==> config.mk <==
export PLATFORM = sky130hd
export DESIGN_NAME = mc_program_sequencer_flat
export DESIGN_NICKNAME = d
export VERILOG_FILES = /design/src/rtl/mc_program_sequencer_if.sv /design/src/rtl/mc_program_sequencer.sv /design/src/flat_wrapper.sv
export SDC_FILE = /design/constraint.sdc
export NUM_CORES = 1
export LEC_CHECK = 0
export ABC_AREA = 1
export BUFFER_PORTS_ARGS = -buffer_cell sky130_fd_sc_hd__buf_2
export CORE_MARGIN = 2
export CORE_UTILIZATION = 49
export DETAILED_ROUTE_END_ITERATION = 6
export MAX_ROUTING_LAYER = met4
export PLACE_DENSITY = 0.76
export SLEW_MARGIN = 15
export SYNTH_ARGS = -nofsm -noshare
export SYNTH_HDL_FRONTEND = slang
export SYNTH_SLANG_ARGS = --single-unit
==> constraint.sdc <==
create_clock -name clk -period 1.6 [get_ports clk]
set_clock_uncertainty 0.05 [all_clocks]
set_input_delay 0.08 -clock clk [delete_from_list [all_inputs] [get_ports clk]]
set_output_delay 0.08 -clock clk [all_outputs]
set_load 0.02 [all_outputs]
==> src/rtl/mc_program_sequencer_if.sv <==
// Host/core-side signal bundle for mc_program_sequencer.
// slave  : the sequencer's view (takes the word stream and core opcode, drives the store/core side).
// master : the host/test view (drives the word stream, observes the store/core side and status).
// Signals:
//   load_start, in_valid, in_ready, in_word, in_last  - program word stream with handshake
//   program_write, program_addr, program_cmd           - program store write port
//   core_rst, core_opcode                              - core reset and executed opcode
//   busy, halted, timeout, overflow, word_count        - status
interface mc_program_sequencer_if #(
  parameter int unsigned ADDR = 8,
  parameter int unsigned CODE = 4,
  parameter int unsigned WORD = ADDR + CODE
);
  logic            load_start;
  logic            in_valid;
  logic            in_ready;
  logic [WORD-1:0] in_word;
  logic            in_last;
  logic            program_write;
  logic [ADDR-1:0] program_addr;
  logic [WORD-1:0] program_cmd;
  logic            core_rst;
  logic [CODE-1:0] core_opcode;
  logic            busy;
  logic            halted;
  logic            timeout;
  logic            overflow;
  logic [ADDR:0]   word_count;

  modport slave (
    input  load_start, in_valid, in_word, in_last, core_opcode,
    output in_ready, program_write, program_addr, program_cmd, core_rst,
           busy, halted, timeout, overflow, word_count
  );

  modport master (
    output load_start, in_valid, in_word, in_last, core_opcode,
    input  in_ready, program_write, program_addr, program_cmd, core_rst,
           busy, halted, timeout, overflow, word_count
  );
endinterface

==> src/rtl/mc_program_sequencer.sv <==
// Boot/run controller for a one-bit MC14500B-style core.
// Loads a stream of program words into consecutive store addresses while holding the core in
// reset, holds reset a few more cycles, then releases the core and watches for a halt opcode or
// a watchdog expiry.
// Ports:
//   clk  - clock, rising edge
//   rst  - asynchronous active-high reset
//   bus  - mc_program_sequencer_if.slave: word stream, store write port, core control, status
module mc_program_sequencer #(
  parameter int unsigned     ADDR       = 8,
  parameter int unsigned     CODE       = 4,
  parameter int unsigned     WORD       = ADDR + CODE,
  parameter logic [CODE-1:0] HALT_CODE  = 4'hF,
  parameter int unsigned     RUN_LIMIT  = 1024,
  parameter int unsigned     RST_CYCLES = 2
) (
  input logic                   clk,
  input logic                   rst,
  mc_program_sequencer_if.slave bus
);

  localparam int unsigned RunW        = (RUN_LIMIT == 0) ? 1 : $clog2(RUN_LIMIT + 1);
  localparam int unsigned HoldW       = (RST_CYCLES <= 2) ? 1 : $clog2(RST_CYCLES);
  localparam int unsigned RunLastInt  = (RUN_LIMIT == 0) ? 0 : RUN_LIMIT - 1;
  localparam int unsigned HoldLastInt = (RST_CYCLES == 0) ? 0 : RST_CYCLES - 1;
  localparam logic [RunW-1:0]  RunLast  = RunLastInt[RunW-1:0];
  localparam logic [HoldW-1:0] HoldLast = HoldLastInt[HoldW-1:0];
  // Store is full once word_count reaches 2**ADDR.
  localparam logic [ADDR:0]    Full     = {1'b1, {ADDR{1'b0}}};

  typedef enum logic [2:0] {StIdle, StLoad, StHold, StRun, StHalted, StFault} state_e;

  state_e           state_q, state_d;
  logic [ADDR:0]    wcount_q, wcount_d;
  logic             write_q, write_d;
  logic [ADDR-1:0]  paddr_q, paddr_d;
  logic [WORD-1:0]  cmd_q, cmd_d;
  logic [HoldW-1:0] hold_q, hold_d;
  logic [RunW-1:0]  run_q, run_d;
  logic             halted_q, halted_d;
  logic             timeout_q, timeout_d;
  logic             overflow_q, overflow_d;
  logic             start_session;

  always_ff @(posedge clk or posedge rst) begin
    if (rst) begin
      state_q    <= StIdle;
      wcount_q   <= '0;
      write_q    <= 1'b0;
      paddr_q    <= '0;
      cmd_q      <= '0;
      hold_q     <= '0;
      run_q      <= '0;
      halted_q   <= 1'b0;
      timeout_q  <= 1'b0;
      overflow_q <= 1'b0;
    end else begin
      state_q    <= state_d;
      wcount_q   <= wcount_d;
      write_q    <= write_d;
      paddr_q    <= paddr_d;
      cmd_q      <= cmd_d;
      hold_q     <= hold_d;
      run_q      <= run_d;
      halted_q   <= halted_d;
      timeout_q  <= timeout_d;
      overflow_q <= overflow_d;
    end
  end

  always_comb begin
    state_d       = state_q;
    wcount_d      = wcount_q;
    write_d       = 1'b0;
    paddr_d       = paddr_q;
    cmd_d         = cmd_q;
    hold_d        = hold_q;
    run_d         = run_q;
    halted_d      = halted_q;
    timeout_d     = timeout_q;
    overflow_d    = overflow_q;
    start_session = 1'b0;

    unique case (state_q)
      StIdle, StHalted, StFault: begin
        start_session = bus.load_start;
      end
      StLoad: begin
        // in_ready is high throughout LOAD, so in_valid alone marks a handshake.
        if (bus.in_valid) begin
          if (wcount_q == Full) begin
            overflow_d = 1'b1;
            state_d    = StFault;
          end else begin
            write_d  = 1'b1;
            cmd_d    = bus.in_word;
            paddr_d  = wcount_q[ADDR-1:0];
            wcount_d = wcount_q + (ADDR + 1)'(1);
            if (bus.in_last) begin
              state_d = StHold;
              hold_d  = '0;
            end
          end
        end
      end
      StHold: begin
        if (hold_q == HoldLast) begin
          state_d = StRun;
          run_d   = '0;
        end else begin
          hold_d = hold_q + HoldW'(1);
        end
      end
      StRun: begin
        if (bus.load_start) begin
          start_session = 1'b1;
        end else if (bus.core_opcode == HALT_CODE) begin
          // Checked before the watchdog so a halt on the expiry cycle wins.
          halted_d = 1'b1;
          state_d  = StHalted;
        end else if ((RUN_LIMIT != 0) && (run_q == RunLast)) begin
          timeout_d = 1'b1;
          state_d   = StFault;
        end else begin
          run_d = run_q + RunW'(1);
        end
      end
      default: state_d = StIdle;
    endcase

    if (start_session) begin
      state_d    = StLoad;
      wcount_d   = '0;
      paddr_d    = '0;
      halted_d   = 1'b0;
      timeout_d  = 1'b0;
      overflow_d = 1'b0;
    end
  end

  assign bus.in_ready      = (state_q == StLoad);
  assign bus.core_rst      = (state_q != StRun);
  assign bus.busy          = (state_q == StLoad) || (state_q == StHold) || (state_q == StRun);
  assign bus.program_write = write_q;
  assign bus.program_addr  = paddr_q;
  assign bus.program_cmd   = cmd_q;
  assign bus.halted        = halted_q;
  assign bus.timeout       = timeout_q;
  assign bus.overflow      = overflow_q;
  assign bus.word_count    = wcount_q;

endmodule

==> src/flat_wrapper.sv <==
// flat-port wrapper written by rule: the top's interface ports become plain ports
module mc_program_sequencer_flat 
#(
  parameter int unsigned     ADDR       = 8,
  parameter int unsigned     CODE       = 4,
  parameter int unsigned     WORD       = ADDR + CODE,
  parameter logic [CODE-1:0] HALT_CODE  = 4'hF,
  parameter int unsigned     RUN_LIMIT  = 1024,
  parameter int unsigned     RST_CYCLES = 2
)
  (clk, rst, bus_load_start, bus_in_valid, bus_in_word, bus_in_last, bus_core_opcode, bus_in_ready, bus_program_write, bus_program_addr, bus_program_cmd, bus_core_rst, bus_busy, bus_halted, bus_timeout, bus_overflow, bus_word_count);
  mc_program_sequencer_if #(.ADDR(ADDR), .CODE(CODE), .WORD(WORD)) bus_i ();
  input logic clk;
  input logic rst;
  input wire logic [$bits(bus_i.load_start)-1:0] bus_load_start;
  input wire logic [$bits(bus_i.in_valid)-1:0] bus_in_valid;
  input wire logic [$bits(bus_i.in_word)-1:0] bus_in_word;
  input wire logic [$bits(bus_i.in_last)-1:0] bus_in_last;
  input wire logic [$bits(bus_i.core_opcode)-1:0] bus_core_opcode;
  output wire logic [$bits(bus_i.in_ready)-1:0] bus_in_ready;
  output wire logic [$bits(bus_i.program_write)-1:0] bus_program_write;
  output wire logic [$bits(bus_i.program_addr)-1:0] bus_program_addr;
  output wire logic [$bits(bus_i.program_cmd)-1:0] bus_program_cmd;
  output wire logic [$bits(bus_i.core_rst)-1:0] bus_core_rst;
  output wire logic [$bits(bus_i.busy)-1:0] bus_busy;
  output wire logic [$bits(bus_i.halted)-1:0] bus_halted;
  output wire logic [$bits(bus_i.timeout)-1:0] bus_timeout;
  output wire logic [$bits(bus_i.overflow)-1:0] bus_overflow;
  output wire logic [$bits(bus_i.word_count)-1:0] bus_word_count;
  assign bus_i.load_start = bus_load_start;
  assign bus_i.in_valid = bus_in_valid;
  assign bus_i.in_word = bus_in_word;
  assign bus_i.in_last = bus_in_last;
  assign bus_i.core_opcode = bus_core_opcode;
  assign bus_in_ready = bus_i.in_ready;
  assign bus_program_write = bus_i.program_write;
  assign bus_program_addr = bus_i.program_addr;
  assign bus_program_cmd = bus_i.program_cmd;
  assign bus_core_rst = bus_i.core_rst;
  assign bus_busy = bus_i.busy;
  assign bus_halted = bus_i.halted;
  assign bus_timeout = bus_i.timeout;
  assign bus_overflow = bus_i.overflow;
  assign bus_word_count = bus_i.word_count;
  mc_program_sequencer #(.ADDR(ADDR), .CODE(CODE), .WORD(WORD), .HALT_CODE(HALT_CODE), .RUN_LIMIT(RUN_LIMIT), .RST_CYCLES(RST_CYCLES)) u_core (.clk(clk), .rst(rst), .bus(bus_i));
endmodule
==> results of run 1 <==
==> tightest hold or removal path: cells and delay by family <==
| kind | cells | cell delay (ps) |
|---|---|---|
| buffers and inverters | 1 | 100 |
| AO/OA/AOI/OAI | 1 | 70 |
| AND/OR/NAND/NOR | 1 | 80 |
==> cells by family (layout without fill, tap and decap cells) <==
logic type,Yosys count,in the layout,share of synthesized area
xor+xnor,9,9,0.0311
buf+inv,33,137,0.0607
compound gates,34,34,0.0938
flops,48,48,0.474
simple gates,172,174,0.325
fa+ha+maj,3,3,0.0148
==> registers in the layout, indices dropped and copies added (netlist names) <==
register and count:
u_core.bus.halted 1, u_core.bus.overflow 1, u_core.bus.program_addr 8, u_core.bus.program_cmd 12, u_core.bus.program_write 1, u_core.bus.timeout 1
u_core.bus.word_count 9, u_core.hold_q 1, u_core.run_q 11, u_core.state_q 3
==> cells in the final DEF, fill, tap and decap left out, types with 3 or more instances in the layout <==
cell / count
o21ai_0: 12
buf_2: 56
bufinv_16: 3
buf_4: 26
dfrtp_1: 45
nand2_2: 18
clkbuf_8: 5
nand2_1: 101
xor2_1: 6
nor2_4: 5
nand2_4: 4
nand3_1: 18
dfrtp_2: 3
dlygate4sd3_1: 15
o21ai_2: 15
xnor2_1: 3
nand4_1: 3
nor2_2: 3
nand3_4: 3
nor2_1: 15
inv_2: 10
inv_1: 16
==> metal layers <==
metal,GRT usage,vias up,part of all wire
met2,0.345,70,0.49
met4,0.0655,0,0.012
met1,0.285,1081,0.44
met3,0.0488,8,0.052
met5,-,-,0
li1,-,1161,-
==> per-stage QoR <==
stage / TNS, ps / power [mW] / util
after floorplan: 0 / 3.29 / -
after global placement: 0 / 3.86 / 0.600
after detailed placement: -29.1 / 3.90 / 0.600
after CTS: 0 / 5.16 / 0.662
after global routing: -886 / 5.92 / 0.693
final: 0 / 5.58 / 0.693
==> worst max-delay path by stage <==
stage,to,slack (ps)
after global placement,u_core.bus.word_count[0]$_DFFE_PP0P_,70
final,u_core.bus.word_count[7]$_DFFE_PP0P_,20
after floorplan,u_core.bus.word_count[2]$_DFFE_PP0P_,20
after detailed placement,u_core.bus.program_addr[3]$_DFFE_PP0P_,-30
after CTS,u_core.bus.program_addr[3]$_DFFE_PP0P_,10
after global routing,u_core.bus.word_count[7]$_DFFE_PP0P_,-60
==> final cells by class <==
class	instances	area, um2
Clock buffer	5	68.8
Clock inverter	3	90.1
Fill cell	381	1550
Inverter	28	120
Multi-Input combinational cell	220	1240
Sequential cell	48	1200
Tap cell	70	87.6
Timing Repair Buffer	99	657
Timing Repair inverter	2	20.0
==> what timing repair did <==
item	in CTS	in global routing
pin swaps	0	6
setup buffers	0	8
cloned	0	4
endpoints found under the hold margin	62	0
resized for setup	2	21
setup endpoints to repair	3	42
hold buffers	15	0
==> power breakdown <==
part | internal [mW] | switching (mW) | leakage (nW)
registers | 1.51 | 0.193 | 0.637
logic | 0.936 | 1.74 | 1.09
clock network | 0.781 | 0.422 | 0.0784
==> impl_summary.log, run 1 <==
INFO  metric synth_cell_types = 28
INFO  metric hold_depth = 3
INFO  metric crit_required = 1750 ps
INFO  metric post-route-min-period = 1580 ps
INFO  metric crit_chain = inv_2, ha_4, nand2_2, nor2_4, nand2_4, nand3_4, nand2_8, clkinv_8, buf_4, o21ai_2
INFO  metric startpoint_type = register
INFO  metric placement.io_buffers = 56
INFO  metric synth-edff-count = 0
INFO  metric critical_path_cell_count = 10
INFO  metric hold_path.class = in -> reg
INFO  metric design.portCount = 57
INFO  metric cts_tree = built
INFO  metric hold_ep = u_core.bus.halted$_DFFE_PP0P_
INFO  metric max_slew_margin = 0.830
INFO  metric postSynth.topFlopCell = dfrtp_1
INFO  metric timing.hold.ws = 3.55 ps
INFO  metric drt-total-wl = 6.33 mm
INFO  metric drcViolationCount = 0
INFO  metric grt_pass1_vias = 2199
INFO  metric synth-seq-area-share = 0.474
INFO  metric antennaDiodeCount = 0
INFO  metric crit-reg2reg-launch = u_core.bus.word_count[1]$_DFFE_PP0P_
INFO  metric vdd_drop_max = 0.00104 V
INFO  metric post_synth_inst_count = 299
INFO  metric dr.first_iter.drc_count = 155
INFO  metric floorplan.initialDensity = 0.502
INFO  metric netlist_area = 0.00253 mm2
INFO  metric clkTransAtPathRegs = 90 ps
INFO  metric timing_worst_slew_pin_value = 253 ps
INFO  metric fin_ws = 18.0 ps
INFO  metric timing.final.hold_violations = 0
INFO  metric maxClockFrequency = 632 MHz
INFO  metric syn-num-nets = 323
INFO  metric final_max_slew_viol_count = 0
INFO  metric yosysMostFrequentCell = nand2_1
INFO  metric synthesis.area_per_instance = 8.47 um2
INFO  metric gpl_wtd_cong = 0.826
INFO  metric layout-drive-gt1-share = 0.395
INFO  metric fp-row-count = 26
INFO  metric antenna_violating_nets_post_route = 0
INFO  metric worst_path_max_fanout = 6
INFO  metric gr-usage-all-layers = 0.219
INFO  metric power.leakage = 1.80 nW
INFO  metric path_delay_family = simple AND/OR/NAND/NOR gates
INFO  metric tritoncts.num_buffers = 5
INFO  metric length_in_cells_of_the_worst_reg_to_reg_path = 10
INFO  metric placed_cell_area = 0.00302 mm2
INFO  metric floorplan.die.height = 75.9 um
INFO  metric cpPeakStageDelay = 420 ps
INFO  metric synth_top_cells_by_count = 103 x nand2_1, 48 x dfrtp_1, 19 x inv_1, 18 x nand3_1
INFO  metric endpoint_kind = register
INFO  metric clock_sink_count = 48
INFO  metric cts.htree.levels = 2
INFO  metric synth.top_cells.by_area = dfrtp_1 47%, nand2_1 15%, o21ai_2 5.2%
INFO  metric final_net_count = 428
INFO  metric run_status = finished, final reports clean
INFO  metric placedCellCount = 440
INFO  metric cts-root-to-sink-buffers = 2
INFO  metric globalRouteOverflowTotal = 0
INFO  metric worst_slack_at_placement = -29.1 ps
INFO  metric grt_pass1_wl = 10.1 mm
INFO  metric dieArea = 0.00576 mm2
INFO  metric postLayoutCellArea = 0.00349 mm2
INFO  metric yosysTopAreaCell = dfrtp_1
INFO  metric routed_via_count = 2320
INFO  metric ys.warnings.count = 0
INFO  metric grt_antenna_before_repair = 0
INFO  metric routed_len_inst = 13.3 um
INFO  metric fp.dieW = 75.9 um
INFO  metric iteration_count_of_the_initial_detailed_routing_pass = 5
INFO  metric vias_cell = 4.88
INFO  metric worstSetupStartpoint = u_core.bus.word_count[1]$_DFFE_PP0P_
INFO  metric regToRegEndpoint = u_core.bus.word_count[7]$_DFFE_PP0P_
INFO  metric async_flop_share = 1.00
INFO  metric power-per-cell-area = 1600 mW/mm2
INFO  metric slowest_stage = dfrtp_2
INFO  metric floorplan.core_area = 0.00504 mm2
INFO  metric hold_path.startpoint = bus_core_opcode[2]
INFO  metric critical_path_arrival = 1740 ps
INFO  metric critPathKind = reg -> reg
INFO  metric yosys.area.top_type_share = 0.474
INFO  metric maxCapViolations = 0
INFO  metric grt_start_max_net_pins = 49
INFO  metric area.growth.synth_to_final = 37.9%
INFO  metric yosys_register_bits = 48
INFO  metric hpwl = 3.89 mm
INFO  metric timing.final.crit_share = 0.989
INFO  metric setup.reg_to_reg.worst_slack = 20 ps
INFO  metric ctsRootBufferMaster = clkbuf_8
INFO  metric report.final.setup_viol = 0
INFO  metric insertion_delay = 310 ps
INFO  metric timing.critical_path.buf_inv = 3
INFO  metric finalNonFillerCells = 475
No activity file was read; power rests on OpenSTA's default activity.
==> run 2, diff against run 1 <==
- PLACE_DENSITY: 0.76 -> 0.74
==> impl_summary.log, run 2 (synthesized netlist as in run 1, its figures left out) <==
INFO  metric run_status = finished, final reports clean
INFO  metric drcViolationCount = 0
INFO  metric area.growth.synth_to_final = 36.0%
INFO  metric power.leakage = 1.76 nW
INFO  metric floorplan.initialDensity = 0.502
INFO  metric ctsRootBufferMaster = clkbuf_8
INFO  metric dr.first_iter.drc_count = 103
INFO  metric hpwl = 3.92 mm
INFO  metric grt_antenna_before_repair = 0
INFO  metric design.portCount = 57
INFO  metric cts-root-to-sink-buffers = 2
INFO  metric drt-total-wl = 5.85 mm
INFO  metric rsz0062_at_grt = true
INFO  metric iteration_count_of_the_initial_detailed_routing_pass = 5
INFO  metric clock_sink_count = 48
INFO  metric finalCoreUtilization = 0.683
INFO  metric cts_tree = built
INFO  metric worst_slack_at_placement = -13.9 ps
INFO  metric fin_ws = 83.5 ps
INFO  metric insertion_delay = 290 ps
INFO  metric max_slew_margin = 0.819
INFO  metric fp-row-count = 26
INFO  metric endpoint_kind = register
INFO  metric floorplan.die.height = 75.9 um
INFO  metric grt_pass1_wl = 9.68 mm
INFO  metric antenna_violating_nets_post_route = 0
INFO  metric layout.cells.most_common = nand2_1
INFO  metric fp.dieW = 75.9 um
INFO  metric maxClockFrequency = 659 MHz
INFO  metric final_max_slew_viol_count = 0
INFO  metric timing.final.crit_share = 0.948
INFO  metric routed_via_count = 2344
INFO  metric vdd_drop_max = 0.00116 V
INFO  metric grt_start_max_net_pins = 49
INFO  metric grt_pass1_vias = 2160
INFO  metric placement.io_buffers = 56
INFO  metric post-route-min-period = 1520 ps
INFO  metric hold_path.class = in -> reg
INFO  metric tritoncts.num_buffers = 5
INFO  metric final_net_count = 427
INFO  metric routed_len_inst = 12.4 um
INFO  metric placedCellCount = 442
INFO  metric gpl_wtd_cong = 0.816
INFO  metric switching_share = 0.443
INFO  metric finalNonFillerCells = 473
INFO  metric floorplan.core_area = 0.00504 mm2
INFO  metric timing_worst_slew_pin_value = 269 ps
INFO  metric timing.final.hold_violations = 0
INFO  metric globalRouteOverflowTotal = 0
INFO  metric worst_path_max_fanout = 6
INFO  metric power.net_switching = 2.20 mW
INFO  metric report.final.setup_viol = 0
INFO  metric clkPwrFrac = 0.136
INFO  metric antennaDiodeCount = 0
INFO  metric critPathKind = reg -> reg
INFO  metric power-per-cell-area = 1440 mW/mm2
INFO  metric clkTransAtPathRegs = 90 ps
INFO  metric most-common-layout-cells = 92 x nand2_1, 56 x buf_2, 44 x dfrtp_1
INFO  metric timing.hold.ws = 14.8 ps
INFO  metric maxCapViolations = 0
INFO  metric critical_path_arrival = 1650 ps
INFO  metric combinational_group_share_of_total_power = 0.522
INFO  metric seq_power_share = 0.342
INFO  metric gr-usage-all-layers = 0.211
INFO  metric dieArea = 0.00576 mm2
INFO  metric vias_cell = 4.96
INFO  metric startpoint_type = register
INFO  metric largest_reg_flops = 12
INFO  metric p_int = 2.76 mW
INFO  metric layout-drive-gt1-share = 0.412
INFO  metric cts.htree.levels = 2
INFO  metric crit_required = 1730 ps
run 2: path summary, 6_finish.rpt:
check	from	end	slack (ps)	depth (start not counted)
worst max-delay path	u_core.bus.word_count[1]$_DFFE_PP0P_	u_core.bus.program_cmd[2]$_DFFE_PP0P_	80	10
worst min-delay path	bus_core_opcode[1]	u_core.bus.halted$_DFFE_PP0P_	10	3
worst max register to register	u_core.bus.word_count[1]$_DFFE_PP0P_	u_core.bus.program_cmd[2]$_DFFE_PP0P_	80	10
worst min register to register	u_core.bus.timeout$_DFFE_PP0P_	u_core.bus.timeout$_DFFE_PP0P_	430	2
max in group asynchronous	rst	u_core.state_q[2]$_DFFE_PP0P_	950	4
min in group asynchronous	rst	u_core.bus.program_addr[2]$_DFFE_PP0P_	310	4
run 2: worst max-delay path, stage by stage (launching register included):
cell	delay [ps]
dfrtp_2	410
inv_2	90
ha_4	120
nand2_2	50
nor2_2	110
nand2_2	100
nand3_4	160
inv_6	60
clkbuf_16	160
nand2_1	50
nand2_1	50
run 2: timing repair:
| action | in CTS | in global routing |
|---|---|---|
| endpoints found under the hold margin | 62 | 0 |
| buffers inserted | 0 | 6 |
| resized for setup | 1 | 32 |
| gates cloned | 0 | 2 |
| setup endpoints to repair | 8 | 44 |
| hold buffers | 16 | 0 |
| pin swaps | 0 | 6 |
run 2: area by class of cell:
class	instances	area, um2
clock buffers	6	72.6
clock inverters	1	5.00
fillers	399	1600
inverters	28	123
multi-input cells	219	1250
flip-flops and latches	48	1210
well taps	70	87.6
repair buffers	101	704
run 2: power groups by stage:
stage / registers (mW) / logic [mW] / clock network, mW
3_5_place_dp: 1.71 / 2.23 / 0
6_report: 1.70 / 2.59 / 0.674
2_1_floorplan: 2.01 / 1.28 / 0
3_3_place_gp: 1.71 / 2.18 / 0
4_1_cts: 1.69 / 2.27 / 0.702
5_1_grt: 1.73 / 2.86 / 0.758
run 2: layer usage:
metal | vias to the layer above | GRT usage | wire [um]
li1 | 1158 | - | -
met1 | 1096 | 0.280 | 2640
met2 | 82 | 0.324 | 2810
met3 | 8 | 0.0464 | 317
met4 | 0 | 0.0691 | 73
met5 | - | - | 0
run 2: stage by stage:
stage	total power, mW	instance area (um2)	setup TNS [ps]
after global placement	3.88	3050	0
after floorplan	3.29	2540	0
after global routing	5.35	3450	-152
after CTS	4.66	3290	0
final	4.97	3450	0
after detailed placement	3.93	3050	-19.0
